### src/rtl/uart_alu_pkg.sv
// Command codes, error-flag bit positions and FSM states shared by the
// UART/ALU command interface and its reply sequencer.
package uart_alu_pkg;

    localparam logic [7:0] CMD_A   = 8'h01;
    localparam logic [7:0] CMD_B   = 8'h02;
    localparam logic [7:0] CMD_OP  = 8'h03;
    localparam logic [7:0] CMD_R   = 8'h04;
    localparam logic [7:0] CMD_CLR = 8'h05;
    localparam logic [7:0] NAK     = 8'hEE;

    localparam int ERR_TIMEOUT = 0;
    localparam int ERR_UNKNOWN = 1;
    localparam int ERR_NAK     = 2;
    localparam int ERR_DROP    = 3;

    typedef enum logic [2:0] {
        IDLE    = 3'd0,
        LOAD_A  = 3'd1,
        LOAD_B  = 3'd2,
        LOAD_OP = 3'd3,
        TX_SEND = 3'd4,
        TX_WAIT = 3'd5
    } state_e;

endpackage

### src/rtl/uart_alu_cmd_if_if.sv
// Byte-level handshake between the UART RX/TX pair, the ALU and the command
// interface. The command interface is the slave; the UART/ALU side is the master.
interface uart_alu_cmd_if_if #(
    parameter int OPW  = 16,
    parameter int RESW = 16
);
    logic [7:0]      i_rx_data;
    logic            i_rx_valid;
    logic            i_tx_done;
    logic [RESW-1:0] i_result;
    logic [OPW-1:0]  o_a;
    logic [OPW-1:0]  o_b;
    logic [7:0]      o_op;
    logic [7:0]      o_tx_data;
    logic            o_tx_start;
    logic [2:0]      o_valid;
    logic [3:0]      o_err;
    logic            o_busy;

    modport master (
        output i_rx_data, i_rx_valid, i_tx_done, i_result,
        input  o_a, o_b, o_op, o_tx_data, o_tx_start, o_valid, o_err, o_busy
    );

    modport slave (
        input  i_rx_data, i_rx_valid, i_tx_done, i_result,
        output o_a, o_b, o_op, o_tx_data, o_tx_start, o_valid, o_err, o_busy
    );
endinterface

### src/rtl/uart_alu_cmd_if_tx_seq.sv
// Reply sequencer: snapshots a result word (or a lone NAK) and feeds it to
// UART TX one byte at a time, LSB first, over the start/done handshake.
// state   | meaning
// IDLE    | no burst in flight, waiting for i_load
// TX_SEND | o_tx_start high for this one cycle, o_tx_data = byte idx
// TX_WAIT | waiting for i_tx_done of byte idx
module uart_alu_tx_seq
    import uart_alu_pkg::*;
#(
    parameter int RESW = 16
) (
    input  logic            clk,
    input  logic            rst,
    input  logic            i_load,
    input  logic            i_nak,
    input  logic [RESW-1:0] i_word,
    input  logic            i_tx_done,
    output logic [7:0]      o_tx_data,
    output logic            o_tx_start,
    output logic            o_done
);

    localparam int RB = RESW / 8;
    localparam int IW = (RB > 1) ? $clog2(RB) : 1;
    localparam logic [IW-1:0] IDX_LAST = IW'(RB - 1);

    state_e          state_q, state_d;
    logic [RESW-1:0] shift_q, shift_d;
    logic [IW-1:0]   idx_q, idx_d;
    logic [IW-1:0]   last_q, last_d;
    logic [7:0]      data_q, data_d;
    logic            start_q, start_d;

    always_comb begin
        state_d = state_q;
        shift_d = shift_q;
        idx_d   = idx_q;
        last_d  = last_q;
        data_d  = data_q;
        start_d = 1'b0;
        o_done  = 1'b0;
        case (state_q)
            IDLE: begin
                if (i_load) begin
                    shift_d = i_word;
                    last_d  = IDX_LAST;
                    if (i_nak) begin
                        shift_d      = '0;
                        shift_d[7:0] = NAK;
                        last_d       = '0;
                    end
                    idx_d   = '0;
                    data_d  = shift_d[7:0];
                    start_d = 1'b1;
                    state_d = TX_SEND;
                end
            end
            TX_SEND: state_d = TX_WAIT;
            TX_WAIT: begin
                if (i_tx_done) begin
                    if (idx_q != last_q) begin
                        idx_d   = idx_q + 1'b1;
                        data_d  = shift_q[8*idx_d +: 8];
                        start_d = 1'b1;
                        state_d = TX_SEND;
                    end else begin
                        o_done  = 1'b1;
                        state_d = IDLE;
                    end
                end
            end
            default: state_d = IDLE;
        endcase
    end

    always_ff @(posedge clk) begin
        if (rst) begin
            state_q <= IDLE;
            shift_q <= '0;
            idx_q   <= '0;
            last_q  <= '0;
            data_q  <= '0;
            start_q <= 1'b0;
        end else begin
            state_q <= state_d;
            shift_q <= shift_d;
            idx_q   <= idx_d;
            last_q  <= last_d;
            data_q  <= data_d;
            start_q <= start_d;
        end
    end

    assign o_tx_data  = data_q;
    assign o_tx_start = start_q;

endmodule

### src/rtl/uart_alu_cmd_if.sv
// Command decoder for the UART-driven ALU: assembles little-endian operands,
// latches the opcode and answers read requests with a result burst or a NAK.
// state   | meaning
// IDLE    | waiting for a command byte
// LOAD_A  | collecting operand A bytes, LSB first
// LOAD_B  | collecting operand B bytes, LSB first
// LOAD_OP | waiting for the opcode byte
// TX_SEND | first byte of a reply being started
// TX_WAIT | reply in flight, ends on the sequencer's done pulse
module uart_alu_cmd_if
    import uart_alu_pkg::*;
#(
    parameter int OPW     = 16,
    parameter int RESW    = 16,
    parameter int TIMEOUT = 100000
) (
    input logic               clk,
    input logic               rst,
    uart_alu_cmd_if_if.slave  bus
);

    localparam int NB = OPW / 8;
    localparam int BW = (NB > 1) ? $clog2(NB) : 1;
    localparam int TW = $clog2(TIMEOUT + 1);
    localparam logic [BW-1:0] BYTE_LAST = BW'(NB - 1);
    localparam logic [TW-1:0] TMO_LAST  = TW'(TIMEOUT - 1);

    state_e          state_q, state_d;
    logic [BW-1:0]   bcnt_q, bcnt_d;
    logic [TW-1:0]   tmo_q, tmo_d;
    logic [OPW-1:0]  shadow_q, shadow_d;
    logic [OPW-1:0]  a_q, a_d;
    logic [OPW-1:0]  b_q, b_d;
    logic [7:0]      op_q, op_d;
    logic [2:0]      valid_q, valid_d;
    logic [3:0]      err_q, err_d;
    logic            busy_q, busy_d;

    logic            tx_load;
    logic            tx_nak;
    logic            tx_done;
    logic            tmo_hit;
    logic [7:0]      tx_data;
    logic            tx_start;

    assign tmo_hit = (tmo_q == TMO_LAST);

    always_comb begin
        state_d  = state_q;
        bcnt_d   = bcnt_q;
        tmo_d    = tmo_q;
        shadow_d = shadow_q;
        a_d      = a_q;
        b_d      = b_q;
        op_d     = op_q;
        valid_d  = valid_q;
        err_d    = err_q;
        tx_load  = 1'b0;
        tx_nak   = 1'b0;
        case (state_q)
            IDLE: begin
                if (bus.i_rx_valid) begin
                    case (bus.i_rx_data)
                        CMD_A: begin
                            state_d = LOAD_A;
                            bcnt_d  = '0;
                            tmo_d   = '0;
                        end
                        CMD_B: begin
                            state_d = LOAD_B;
                            bcnt_d  = '0;
                            tmo_d   = '0;
                        end
                        CMD_OP: begin
                            state_d = LOAD_OP;
                            bcnt_d  = '0;
                            tmo_d   = '0;
                        end
                        CMD_R: begin
                            tx_load = 1'b1;
                            tx_nak  = (valid_q != 3'b111);
                            if (tx_nak) err_d[ERR_NAK] = 1'b1;
                            state_d = TX_SEND;
                        end
                        CMD_CLR: begin
                            err_d   = '0;
                            valid_d = '0;
                        end
                        default: err_d[ERR_UNKNOWN] = 1'b1;
                    endcase
                end
            end
            LOAD_A, LOAD_B: begin
                if (bus.i_rx_valid) begin
                    shadow_d[8*bcnt_q +: 8] = bus.i_rx_data;
                    tmo_d = '0;
                    // Commit the whole word at once so the ALU never sees a half-loaded operand.
                    if (bcnt_q == BYTE_LAST) begin
                        if (state_q == LOAD_A) begin
                            a_d        = shadow_d;
                            valid_d[0] = 1'b1;
                        end else begin
                            b_d        = shadow_d;
                            valid_d[1] = 1'b1;
                        end
                        state_d = IDLE;
                    end else begin
                        bcnt_d = bcnt_q + 1'b1;
                    end
                end else if (tmo_hit) begin
                    shadow_d             = '0;
                    err_d[ERR_TIMEOUT]   = 1'b1;
                    tmo_d                = '0;
                    state_d              = IDLE;
                end else begin
                    tmo_d = tmo_q + 1'b1;
                end
            end
            LOAD_OP: begin
                if (bus.i_rx_valid) begin
                    op_d       = bus.i_rx_data;
                    valid_d[2] = 1'b1;
                    tmo_d      = '0;
                    state_d    = IDLE;
                end else if (tmo_hit) begin
                    err_d[ERR_TIMEOUT] = 1'b1;
                    tmo_d              = '0;
                    state_d            = IDLE;
                end else begin
                    tmo_d = tmo_q + 1'b1;
                end
            end
            TX_SEND: begin
                if (bus.i_rx_valid) err_d[ERR_DROP] = 1'b1;
                state_d = TX_WAIT;
            end
            TX_WAIT: begin
                if (bus.i_rx_valid) err_d[ERR_DROP] = 1'b1;
                if (tx_done) state_d = IDLE;
            end
            default: state_d = IDLE;
        endcase
        busy_d = (state_d != IDLE);
    end

    always_ff @(posedge clk) begin
        if (rst) begin
            state_q  <= IDLE;
            bcnt_q   <= '0;
            tmo_q    <= '0;
            shadow_q <= '0;
            a_q      <= '0;
            b_q      <= '0;
            op_q     <= '0;
            valid_q  <= '0;
            err_q    <= '0;
            busy_q   <= 1'b0;
        end else begin
            state_q  <= state_d;
            bcnt_q   <= bcnt_d;
            tmo_q    <= tmo_d;
            shadow_q <= shadow_d;
            a_q      <= a_d;
            b_q      <= b_d;
            op_q     <= op_d;
            valid_q  <= valid_d;
            err_q    <= err_d;
            busy_q   <= busy_d;
        end
    end

    uart_alu_tx_seq #(
        .RESW (RESW)
    ) u_tx_seq (
        .clk        (clk),
        .rst        (rst),
        .i_load     (tx_load),
        .i_nak      (tx_nak),
        .i_word     (bus.i_result),
        .i_tx_done  (bus.i_tx_done),
        .o_tx_data  (tx_data),
        .o_tx_start (tx_start),
        .o_done     (tx_done)
    );

    assign bus.o_a        = a_q;
    assign bus.o_b        = b_q;
    assign bus.o_op       = op_q;
    assign bus.o_valid    = valid_q;
    assign bus.o_err      = err_q;
    assign bus.o_busy     = busy_q;
    assign bus.o_tx_data  = tx_data;
    assign bus.o_tx_start = tx_start;

endmodule
### src/flat_wrapper.sv
// flat-port wrapper written by rule: the top's interface ports become plain ports
module uart_alu_cmd_if_flat import uart_alu_pkg::*;
#(
    parameter int OPW     = 16,
    parameter int RESW    = 16,
    parameter int TIMEOUT = 100000
)
  (clk, rst, bus_i_rx_data, bus_i_rx_valid, bus_i_tx_done, bus_i_result, bus_o_a, bus_o_b, bus_o_op, bus_o_tx_data, bus_o_tx_start, bus_o_valid, bus_o_err, bus_o_busy);
  uart_alu_cmd_if_if #(.OPW(OPW), .RESW(RESW)) bus_i ();
  input logic clk;
  input logic rst;
  input wire logic [$bits(bus_i.i_rx_data)-1:0] bus_i_rx_data;
  input wire logic [$bits(bus_i.i_rx_valid)-1:0] bus_i_rx_valid;
  input wire logic [$bits(bus_i.i_tx_done)-1:0] bus_i_tx_done;
  input wire logic [$bits(bus_i.i_result)-1:0] bus_i_result;
  output wire logic [$bits(bus_i.o_a)-1:0] bus_o_a;
  output wire logic [$bits(bus_i.o_b)-1:0] bus_o_b;
  output wire logic [$bits(bus_i.o_op)-1:0] bus_o_op;
  output wire logic [$bits(bus_i.o_tx_data)-1:0] bus_o_tx_data;
  output wire logic [$bits(bus_i.o_tx_start)-1:0] bus_o_tx_start;
  output wire logic [$bits(bus_i.o_valid)-1:0] bus_o_valid;
  output wire logic [$bits(bus_i.o_err)-1:0] bus_o_err;
  output wire logic [$bits(bus_i.o_busy)-1:0] bus_o_busy;
  assign bus_i.i_rx_data = bus_i_rx_data;
  assign bus_i.i_rx_valid = bus_i_rx_valid;
  assign bus_i.i_tx_done = bus_i_tx_done;
  assign bus_i.i_result = bus_i_result;
  assign bus_o_a = bus_i.o_a;
  assign bus_o_b = bus_i.o_b;
  assign bus_o_op = bus_i.o_op;
  assign bus_o_tx_data = bus_i.o_tx_data;
  assign bus_o_tx_start = bus_i.o_tx_start;
  assign bus_o_valid = bus_i.o_valid;
  assign bus_o_err = bus_i.o_err;
  assign bus_o_busy = bus_i.o_busy;
  uart_alu_cmd_if #(.OPW(OPW), .RESW(RESW), .TIMEOUT(TIMEOUT)) u_core (.clk(clk), .rst(rst), .bus(bus_i));
endmodule
### config.mk
export PLATFORM = sky130hd
export DESIGN_NAME = uart_alu_cmd_if_flat
export DESIGN_NICKNAME = d
export VERILOG_FILES = /design/src/rtl/uart_alu_pkg.sv /design/src/rtl/uart_alu_cmd_if_if.sv /design/src/rtl/uart_alu_cmd_if_tx_seq.sv /design/src/rtl/uart_alu_cmd_if.sv /design/src/flat_wrapper.sv
export SDC_FILE = /design/constraint.sdc
export NUM_CORES = 1
export LEC_CHECK = 0
export ABC_AREA = 1
export BUFFER_PORTS_ARGS = -buffer_cell sky130_fd_sc_hd__buf_2
export CORE_AREA = 2 2 116 118
export DETAILED_ROUTE_END_ITERATION = 6
export DIE_AREA = 0 0 118 120
export PLACE_DENSITY_LB_ADDON = 0.25
export SETUP_SLACK_MARGIN = 0.05
export SYNTH_ARGS = -nofsm -noshare
export SYNTH_HDL_FRONTEND = slang
export SYNTH_SLANG_ARGS = --single-unit
### constraint.sdc
create_clock -name clk -period 2.2 [get_ports clk]
set_clock_uncertainty 0.2 [all_clocks]
set_input_delay 0.11 -clock clk [delete_from_list [all_inputs] [get_ports clk]]
set_output_delay 0.11 -clock clk [all_outputs]
set_load 0.05 [all_outputs]
Yosys cells after proc, flatten, opt, wreduce, memory -nomap -nowiden. Cells that the tools add are included.

Flip-flop bits (word level): 115. Input port bits: 28. Output and inout bits: 57. Word-level logic and storage cells: 157.

Add/subtract/negate cells: 4. Equal/unequal tests: 30. Shifts and indexed selects: 3. Mux-type cells: 66. Bitwise logic cells: 2. Reduce and logical (&&, ||, !) cells: 31.

Operator list (number): $mux 17 (4); $mux 16 (3); $neg 4->34 (1); $pmux 17 s2 (1); $shift 8x34->16 const A (1); $shiftx 8x34->16 (1); $mux 3 (11); $reduce_and 4->1 (7); $mux 1 (27); $mux 8 (3); $ne 2x2->1 const B (9); $add 17x1->17 const B (1); $eq 17x17->1 const B (1); $bwmux 16 (1); $eq 8x2->1 const B (2); $eq 8x3->1 const B (2); $pmux 1 s2 (8); $pmux 8 s2 (1); $shiftx 16x5->8 (1); $pmux 3 s5 (1); $reduce_bool 2->1 (7); $eq 3x3->1 const B (4); $ne 2x1->1 const B (6); $pmux 3 s4 (1); other kinds (20) (32).

Depth between registers and ports, before layout. Gate-level depths: netlist (run 1).

Depth after elaboration: 7. Depth in mapped cells: 12. Depth with buffers taken out: 12.

Modules after synthesis. A second synthesis (run 1) with hierarchy kept.

Cells, all modules: 761. Area, all modules: 5365.1 sq um.

By module, submodules not included: uart_alu_cmd_if (times used 1, cells an instance 549, area an instance 3931.3 sq um, sequential area each 1701.6 sq um); uart_alu_tx_seq (times used 1, cells an instance 212, area an instance 1433.9 sq um, sequential area each 580.6 sq um).

Worst setup path before layout (run 1). Ideal clock, no wire load.

Path kind: reg-to-reg. Start point: reg u_core.u_tx_seq.state_q[2]. End point: reg u_core.busy_q, in the netlist u_core.bus.o_busy. Setup time: 0.121 ns. Arrival time: 1.439 ns. Required time: 1.879 ns. Setup slack: 0.440 ns. Stages on the path, launching flop included: 10. Path buffers: 1. Period minus slack after synthesis: 1.760 ns. Path through: dfxtp_1 -> ha_1 -> buf_2 -> clkinv_1 -> nor3_1 -> a21oi_1 -> a21oi_1 -> nand2_1 -> nand2_1 -> nand3_1.

Word-level cells in the longest chain between the ends: 5.

Ends and longest elaborated chain: start: declaration (RTL line uart_alu_cmd_if_tx_seq.sv:27) `state_e state_q, state_d;`; start signal: assignment (RTL line uart_alu_cmd_if_tx_seq.sv:85) `state_q <= state_d;`; $eq 3x3->1 (RTL line uart_alu_cmd_if_tx_seq.sv:42) `case (state_q)`; $mux 1 (RTL line uart_alu_cmd_if_tx_seq.sv:42); $mux 3 (RTL line uart_alu_cmd_if.sv:139) `if (tx_done) state_d = IDLE;`; $pmux 3 s5 (RTL line uart_alu_cmd_if.sv:60) `case (state_q)`; $reduce_bool 3->1 (RTL line uart_alu_cmd_if.sv:143) `busy_d = (state_d != IDLE);`; end signal: assignment (RTL line uart_alu_cmd_if.sv:168) `busy_q <= busy_d;`; end: declaration (RTL line uart_alu_cmd_if.sv:37) `logic busy_q, busy_d;`.

No other way between the ends. A chain may end at the register's enable or synchronous reset.

Final worst setup path (run 1).
Start point: in bus_i_rx_data[5]. End point: reg u_core.u_tx_seq.shift_q[7].

Word-level cells in the longest chain between the ends: 5. Elaborated cells between the ends (all ways): 9. Classes of those cells: eq/ne (1); mux (7); reduce/logical (1).

Ends and longest elaborated chain: start: declaration (RTL line flat_wrapper.sv:12) `input wire logic [$bits(bus_i.i_rx_data)-1:0] bus_i_rx_data;`; $eq 8x3->1 (*) (RTL line uart_alu_cmd_if.sv:63) `case (bus.i_rx_data)`; $mux 1 (RTL line uart_alu_cmd_if.sv:63); $mux 1 (RTL line uart_alu_cmd_if.sv:62) `if (bus.i_rx_valid) begin`; $mux 1 (RTL line uart_alu_cmd_if.sv:60); $mux 16 or $reduce_and 2->1 (tied branches); end signal: assignment (RTL line uart_alu_cmd_if_tx_seq.sv:86) `shift_q <= shift_d;`; end: declaration (RTL line uart_alu_cmd_if_tx_seq.sv:28) `logic [RESW-1:0] shift_q, shift_d;`.

Every way passes the cells marked *; elsewhere a longest branch is shown, timed or not.

==> key figures, run 1 <==
Outcome
  • Status: completed

CTS
  • Clock-pin slew on the worst setup and hold paths: ~0.050 ns
  • Clk Latency, worst-skew pair: about 0.41 ns
  • CTS tree: done
  • Num CTS Buffers: 17
  • Clock sinks: between 100 and 150
  • Root Buffer: clkbuf_16
  • H-tree levels: 4
  • Clock Tree Buf Depth: 2

Drt
  • Antenna viol nets, final: 0
  • Vias per inst: between 4 and 5
  • Vias: about 4900
  • Met2 WL: a little over 6 mm
  • Met1 WL: 6.399 mm
  • WL/cell: 13.43 um
  • DRT Pass-1 Iters: 5
  • Met3 WL post-DR: 746 um
  • Residual DRC: 0
  • Final WL: between 10 and 15 mm
  • Top Metal Used: met4
  • DRT iter0 DRCs: roughly 440

Die
  • Full die area: ~0.014 mm^2
  • Die H: ~120 um
  • Io pins: 85
  • Num rows: 42
  • Horiz. Die Dim: approximately 120 um
  • Core region area: about 0.013 mm^2
  • Starting Density: 0.3901

Yosys
  • Syn_nets: about 740
  • Cell Area, Synth: just over 0.005 mm^2
  • Most common cell in the synthesized netlist: nand2_1
  • Syn avg cell area: 7.182 um^2
  • Area leader, netlist: dfxtp_1
  • Commonest cells post-synth: nand2_1, a21oi_1, dfxtp_1
  • Register area share after synthesis: 0.4507
  • Share of the synthesized area in the top cell type: 0.4507
  • Ys Warns: 0
  • Async SR Flop Fraction: 0
  • Seq cells post-synth: 114
  • Top area cells in the synthesized netlist: dfxtp_1, a21oi_1, nand2_1
  • Mapped Cells: slightly above 700
  • EDFF count, synth: 0
  • Prevailing post-synth register cell: dfxtp_1
  • Distinct cells, synth: 40

Timing
  • Fin crit period: roughly 2.1 ns
  • Final Hold Viols: 0
  • RSZ-0062 raised after global routing: no
  • Finish-stage setup viols: 0
  • Fmax: ~480 MHz
  • Slew Viols, Final: 0
  • Final period utilization: 0.9379
  • Relative slew slack: 0.6208
  • Worst-margin pin slew: between 0.5 and 0.6 ns
  • Setup TNS Final: 0 ns

Cells and area
  • Final #Nets: 850
  • P&R area growth vs syn: 29.06%
  • Share of cells above drive strength 1: 0.1901
  • Post-Layout Cell Count: slightly above 1000
  • Antenna Cells: 0

Job
  • Max_cap viols: 0

Place
  • DP Wirelength: about 9.4 mm
  • Port bufs: 84
  • # placed instances: approximately 950
  • GPL Wtd Cong: between 0.9 and 1

Global route
  • Global-route wire length before repair: approximately 22 mm
  • Vias in the first global route: around 4600
  • Gr usage total: 0.1961
  • Largest net degree at the start of global routing: between 60 and 70
  • Initial antenna violation count: 0
  • GRT overflow: 0

Worst setup path
  • Critical path required time: 2.34 ns
  • Endpoint class of the critical path: flip-flop
  • Critical Path AT: roughly 2.2 ns
  • Crit path from: bus_i_rx_data[5]
  • Reg2reg start: u_core.u_tx_seq.state_q[2]$_SDFFE_PP0P_
  • Worst setup path class: input port to flip-flop
  • Crit path launch type: input port
  • Worst Path Max Fanout: 9

Min path
  • Startpoint of the worst hold path: u_core.bus.o_b[7]$_SDFFE_PP0P_
  • Path type of the worst min-delay path: flip-flop to flip-flop

Pwr
  • PwrDens: 857.3 mW/mm^2
  • VDD IR-drop max: just under 0.4 mV
  • Pleak: 2.782 nW
## sequential cells by signal, summed over array words and instances (netlist names)
name	cells
u_core.tmo_q	17
u_core.bus.o_a	16
u_core.bus.o_b	16
u_core.shadow_q	16
u_core.u_tx_seq.shift_q	16
u_core.bus.o_op	8
u_core.u_tx_seq.o_tx_data	8
u_core.bus.o_err	4
u_core.bus.o_valid	3
u_core.state_q	3
u_core.u_tx_seq.state_q	2
u_core.bcnt_q	1
u_core.bus.o_busy	1
u_core.u_tx_seq.idx_q	1
u_core.u_tx_seq.last_q	1
u_core.u_tx_seq.o_tx_start	1
## metrics by stage
step	hold WS, ns	total power, mW	area [um^2]	worst slack, ns	utilization
2_1_floorplan	0.05276	2.699	5064	0.4400	-
3_3_place_gp	0.1607	2.842	5662	0.3180	0.4362
3_5_place_dp	0.1659	2.858	5662	0.2368	0.4362
4_1_cts	0.2462	5.634	6533	0.1940	0.5033
5_1_grt	0.2522	5.808	6535	0.06139	0.5035
6_report	0.2424	5.603	6535	0.1367	0.5035
## cell usage in the layout, fill, tap and decap left out, types with 3 or more instances in the layout
cell           netlist  routed
a21oi_1            115     115
buf_2               13      84
buf_4                1      15
clkbuf_16            0      17
clkbuf_8             0       5
clkinv_2             0       4
clkinvlp_4           0       3
dfxtp_1            114     114
dlygate4sd3_1        0      27
ha_1                 4       4
inv_1               81      81
inv_2                9       9
nand2_1            143     142
nand2_4              3       3
nand3_1             18      18
nand3_2              3       3
nand4_1              9       9
nor2_1              50      50
nor2_2               3       3
nor3_1              15      15
o21ai_0             48      48
o21ai_1             33      33
xor2_1               3       3
## final timing paths
check | slack, ns | cells after the start | end
worst max-delay path | 0.14 | 9 | u_core.u_tx_seq.shift_q[7]$_SDFFE_PP0P_
worst max register to register | 0.23 | 8 | u_core.u_tx_seq.o_tx_data[7]$_SDFFE_PP0P_
worst min-delay path | 0.24 | 2 | u_core.bus.o_b[7]$_SDFFE_PP0P_
worst min register to register | 0.24 | 2 | u_core.bus.o_b[7]$_SDFFE_PP0P_
## report_power, final
part | total (mW) | switching [mW] | leakage, nW | internal [mW]
combinational | 0.696 | 0.488 | 1.57 | 0.208
sequential | 2.17 | 0.0364 | 0.920 | 2.13
clock | 2.74 | 0.935 | 0.291 | 1.81
## area by class of cell
cell class | count | area [um^2]
inverter | 92 | 345.3
tap | 176 | 220.2
timing repair buffer | 126 | 803.3
fill | 1275 | 6445
multi-input combinational | 467 | 2283
sequential | 114 | 2282
clock buffer | 23 | 498.0
clock inverter | 9 | 102.6
## layer usage
| metal | vias up | global-route usage |
|---|---|---|
| met1 | 2229 | 0.2612 |
| met4 | 0 | 0.08810 |
| met2 | 155 | 0.3016 |
| li1 | 2531 | - |
| met5 | - | 0 |
| met3 | 26 | 0.04705 |
## cells by family (layout without fill, tap and decap cells)
family                     Yosys count  after routing  share of synthesized area
DFF                                114            114                     0.4507
adders and majority gates            4              4                   0.009884
and+or+nand+nor                    254            254                     0.2263
xor gates and xnor gates             3              3                   0.005190
buffers and inverters              124            250                    0.09884
AOI/OAI and AO/OA                  206            206                     0.2090
## timing repair
item                       4_1_cts  5_1_grt
buffers inserted                 0        0
gates resized for setup          0        1
setup endpoints to repair        0        4
hold endpoints to repair        46        0
hold buffers                    27        0
## worst max-delay path, cell delays in order
cell,delay [ns]
dlygate4sd3_1,0.53
buf_2,0.13
nor2_1,0.31
nand2_2,0.17
nor2_4,0.20
nand2_4,0.10
nor2_2,0.34
o21ai_0,0.15
a21oi_1,0.16
Note: power is estimated with default switching activity, not from simulation.
==> run 2, diff against run 1 <==
==> constraint.sdc (replaced) <==
create_clock -name clk -period 2.2 [get_ports clk]
set_clock_uncertainty 0.2 [all_clocks]
set_input_delay 0 -clock clk [delete_from_list [all_inputs] [get_ports clk]]
set_output_delay 0 -clock clk [all_outputs]
set_load 0.05 [all_outputs]
==> run 2 against run 1 <==
Setup slack improved by 0.10 ns. First-iteration DRC count shrank 14%. Clock-buffer cell count did not move. Non-clock buffer count shrank 2. Register-to-register slack improved by 0.04 ns. Critical path depth is 2 higher. Combinational power increased by 0.6%. Cell area grew 0.27%. Global-route usage fell by 0.13 points. Final cell count decreased by 0.20%. Highest routed layer unchanged.
==> key figures, run 2 (same netlist as run 1, synthesis figures left out) <==
Die
  • Starting Density: 0.3901 (unchanged)
  • Full die area: 0.01416 mm^2 (unchanged)
  • Core region area: 0.01298 mm^2 (unchanged)
  • Horiz. Die Dim: 118 um (unchanged)
  • Io pins: 85 (unchanged)
  • Die H: 120 um (unchanged)
  • Num rows: 42 (unchanged)

Worst setup path
  • Critical Path End: u_core.u_tx_seq.o_tx_data[7]$_SDFFE_PP0P_ (was u_core.u_tx_seq.shift_q[7]$_SDFFE_PP0P_)
  • Worst reg2reg endpoint: u_core.tmo_q[3]$_SDFFE_PP0P_ (was u_core.u_tx_seq.o_tx_data[7]$_SDFFE_PP0P_)
  • Critical-path cell list: dlygate4sd3_1, buf_2, nor2_1, nand2_1, nor2_4, nand2_4, nand2_4, nand3_4, inv_2, o21ai_0, a21oi_1 (was dlygate4sd3_1, buf_2, nor2_1, nand2_2, nor2_4, nand2_4, nor2_2, o21ai_0, a21oi_1)
  • Critical Path AT: 2.11 ns (was 2.20 ns)
  • Critical path required time: 2.35 ns (was 2.34 ns)
  • R2R Setup Slk: 0.27 ns (was 0.23 ns)
  • Worst reg2reg path depth: 10 (was 8)
  • Worst setup path class: input port to flip-flop (unchanged)
  • Crit path from: bus_i_rx_data[5] (unchanged)
  • Endpoint class of the critical path: flip-flop (unchanged)
  • Worst Path Max Fanout: 12 (was 9)
  • Crit path launch type: input port (unchanged)
  • CP dominant cell by count: nand2_4
  • Reg2reg start: u_core.state_q[0]$_SDFF_PP0_ (was u_core.u_tx_seq.state_q[2]$_SDFFE_PP0P_)
  • Crit path max-delay cell type: dlygate4sd3_1 (unchanged)
  • Crit-path max cell delay: 0.54 ns (was 0.53 ns)

Cells and area
  • Largest register by flop count: u_core.tmo_q (unchanged)
  • Share of cells above drive strength 1: 0.1882 (was 0.1901)
  • Commonest non-fill, non-tap cell in the layout: nand2_1 (unchanged)
  • Final core occ: 0.5048 (was 0.5035)
  • Antenna Cells: 0 (unchanged)
  • Post-Layout Cell Count: 1005 (was 1007)
  • Multi-input logic area: 0.002288 mm^2 (was 0.002283 mm^2)
  • FF/Latch Area: 0.002282 mm^2 (unchanged)
  • P&R area growth vs syn: 29.40% (was 29.06%)
  • Commonest cells after routing, fill and taps aside: nand2_1, a21oi_1, dfxtp_1 (unchanged)
  • Max reg flops: 17 (unchanged)
  • Final #Nets: 848 (was 850)
  • Layout fillers: 1277 (was 1275)

Outcome
  • Status: completed (unchanged)

Timing
  • Final period utilization: 0.8914 (was 0.9379)
  • Setup TNS Final: 0 ns (unchanged)
  • RSZ-0062 raised after global routing: no (unchanged)
  • Fmax: 509.9 MHz (was 484.7 MHz)
  • Fin crit period: 1.961 ns (was 2.063 ns)
  • Finish-stage setup viols: 0 (unchanged)
  • Final Hold Viols: 0 (unchanged)
  • Worst-margin pin slew: 0.4906 ns (was 0.5687 ns)
  • Slew Viols, Final: 0 (unchanged)
  • Relative slew slack: 0.6709 (was 0.6208)

Drt
  • DRT iter0 DRCs: 382 (was 443)
  • Final WL: 13.42 mm (was 13.52 mm)
  • WL/cell: 13.35 um (was 13.43 um)
  • Vias per inst: 4.988 (was 4.907)
  • Antenna viol nets, final: 0 (unchanged)
  • Residual DRC: 0 (unchanged)
  • Vias: 5013 (was 4941)
  • DRT Pass-1 Iters: 5 (unchanged)

Place
  • Port bufs: 84 (unchanged)
  • DP Wirelength: 9.343 mm (was 9.411 mm)
  • GPL Wtd Cong: 0.9735 (was 0.9006)
  • # placed instances: 946 (was 948)

CTS
  • Clock-pin slew on the worst setup and hold paths: 0.05 ns (about the same)
  • Post-CTS Setup Bufs: 0 (unchanged)
  • Num CTS Buffers: 17 (unchanged)
  • Clock Tree Buf Depth: 2 (unchanged)
  • H-tree levels: 4 (unchanged)
  • Clock sinks: 114 (unchanged)
  • Root Buffer: clkbuf_16 (unchanged)
  • CTS tree: done (unchanged)
  • Clk Latency, worst-skew pair: 0.41 ns (about the same)

Global route
  • Initial antenna violation count: 0 (unchanged)
  • Largest net degree at the start of global routing: 48 (was 64)
  • Met3 GRT Util: 0.05276 (was 0.04705)
  • M2 GR Usage: 0.2998 (was 0.3016)
  • Gr usage total: 0.1947 (was 0.1961)
  • Vias in the first global route: 4547 (was 4613)
  • Global-route wire length before repair: 21.94 mm (was 22.27 mm)
  • Met1 GRT Util: 0.2574 (was 0.2612)
  • GRT overflow: 0 (unchanged)
  • Top Usage Layer GRT: met2 (unchanged)

Min path
  • Path type of the worst min-delay path: input port to flip-flop (was flip-flop to flip-flop)

Pwr
  • Int Pwr: 4.231 mW (was 4.143 mW)
  • Sw Ratio: 0.2566 (was 0.2604)
  • Sw power: 1.460 mW (was 1.459 mW)
  • PwrDens: 868.5 mW/mm^2 (was 857.3 mW/mm^2)
  • VDD IR-drop max: 0.4521 mV (was 0.3933 mV)
  • Pleak: 2.782 nW (about the same)
  • Gate power share: 0.123 (was 0.124)
  • Power share of the clock group: 0.497 (was 0.489)
  • Overall Power: 5.691 mW (was 5.603 mW)
  • Part of the power in registers: 0.380 (was 0.387)

Job
  • Max_cap viols: 0 (unchanged)
==> run 2: critical path, delay by kind of cell <==
family / cells / cell delay, ns
buf+inv: 3 / 0.88
compound gates: 2 / 0.23
simple gates: 6 / 0.98
==> run 2: area by class of cell <==
| cell class | count | share of cell area |
|---|---|---|
| timing repair buffer | 124 | 0.1222 |
| inverter | 92 | 0.05270 |
| sequential | 114 | 0.3483 |
| clock inverter | 9 | 0.01948 |
| clock buffer | 23 | 0.07447 |
| multi-input combinational | 467 | 0.3492 |
| tap | 176 | 0.03361 |
==> run 2: repair_timing <==
action | 4_1_cts | 5_1_grt
endpoints found under the setup margin | 0 | 15
hold buffers | 27 | 0
gates resized for setup | 0 | 3
hold endpoints to repair | 90 | 0
==> run 2: worst min-delay path by stage <==
stage | from | cells past startpoint | to
finish | bus_i_result[14] | 4 | u_core.u_tx_seq.shift_q[14]$_SDFFE_PP0P_
global route | bus_i_result[8] | 4 | u_core.u_tx_seq.shift_q[8]$_SDFFE_PP0P_
global placement | bus_i_result[14] | 3 | u_core.u_tx_seq.shift_q[14]$_SDFFE_PP0P_
detailed placement | bus_i_result[14] | 3 | u_core.u_tx_seq.shift_q[14]$_SDFFE_PP0P_
CTS | bus_i_result[14] | 4 | u_core.u_tx_seq.shift_q[14]$_SDFFE_PP0P_
floorplan | bus_i_result[10] | 2 | u_core.u_tx_seq.shift_q[10]$_SDFFE_PP0P_
==> run 2: through the flow <==
stage / setup slack, ns / area [um^2] / hold WS (ns)
floorplan: 0.4400 / 5064 / -0.05724
global placement: 0.2597 / 5659 / 0.05402
detailed placement: 0.1869 / 5659 / 0.05768
CTS: 0.1701 / 6545 / 0.1561
global route: 0.08680 / 6553 / 0.1966
finish: 0.2388 / 6553 / 0.1814
==> run 2: power by group through the flow <==
stage	registers, mW	clock network, mW	logic [mW]
4_1_cts	2.16	2.89	0.698
6_report	2.16	2.83	0.700
3_3_place_gp	2.20	0	0.646
3_5_place_dp	2.20	0	0.660
5_1_grt	2.17	2.98	0.761
2_1_floorplan	2.34	0	0.354
==> run 2: metal layers <==
metal,share of wire,up-vias
met2,0.45,170
met4,0.023,0
met1,0.46,2281
li1,-,2532
met5,0,-
met3,0.064,30
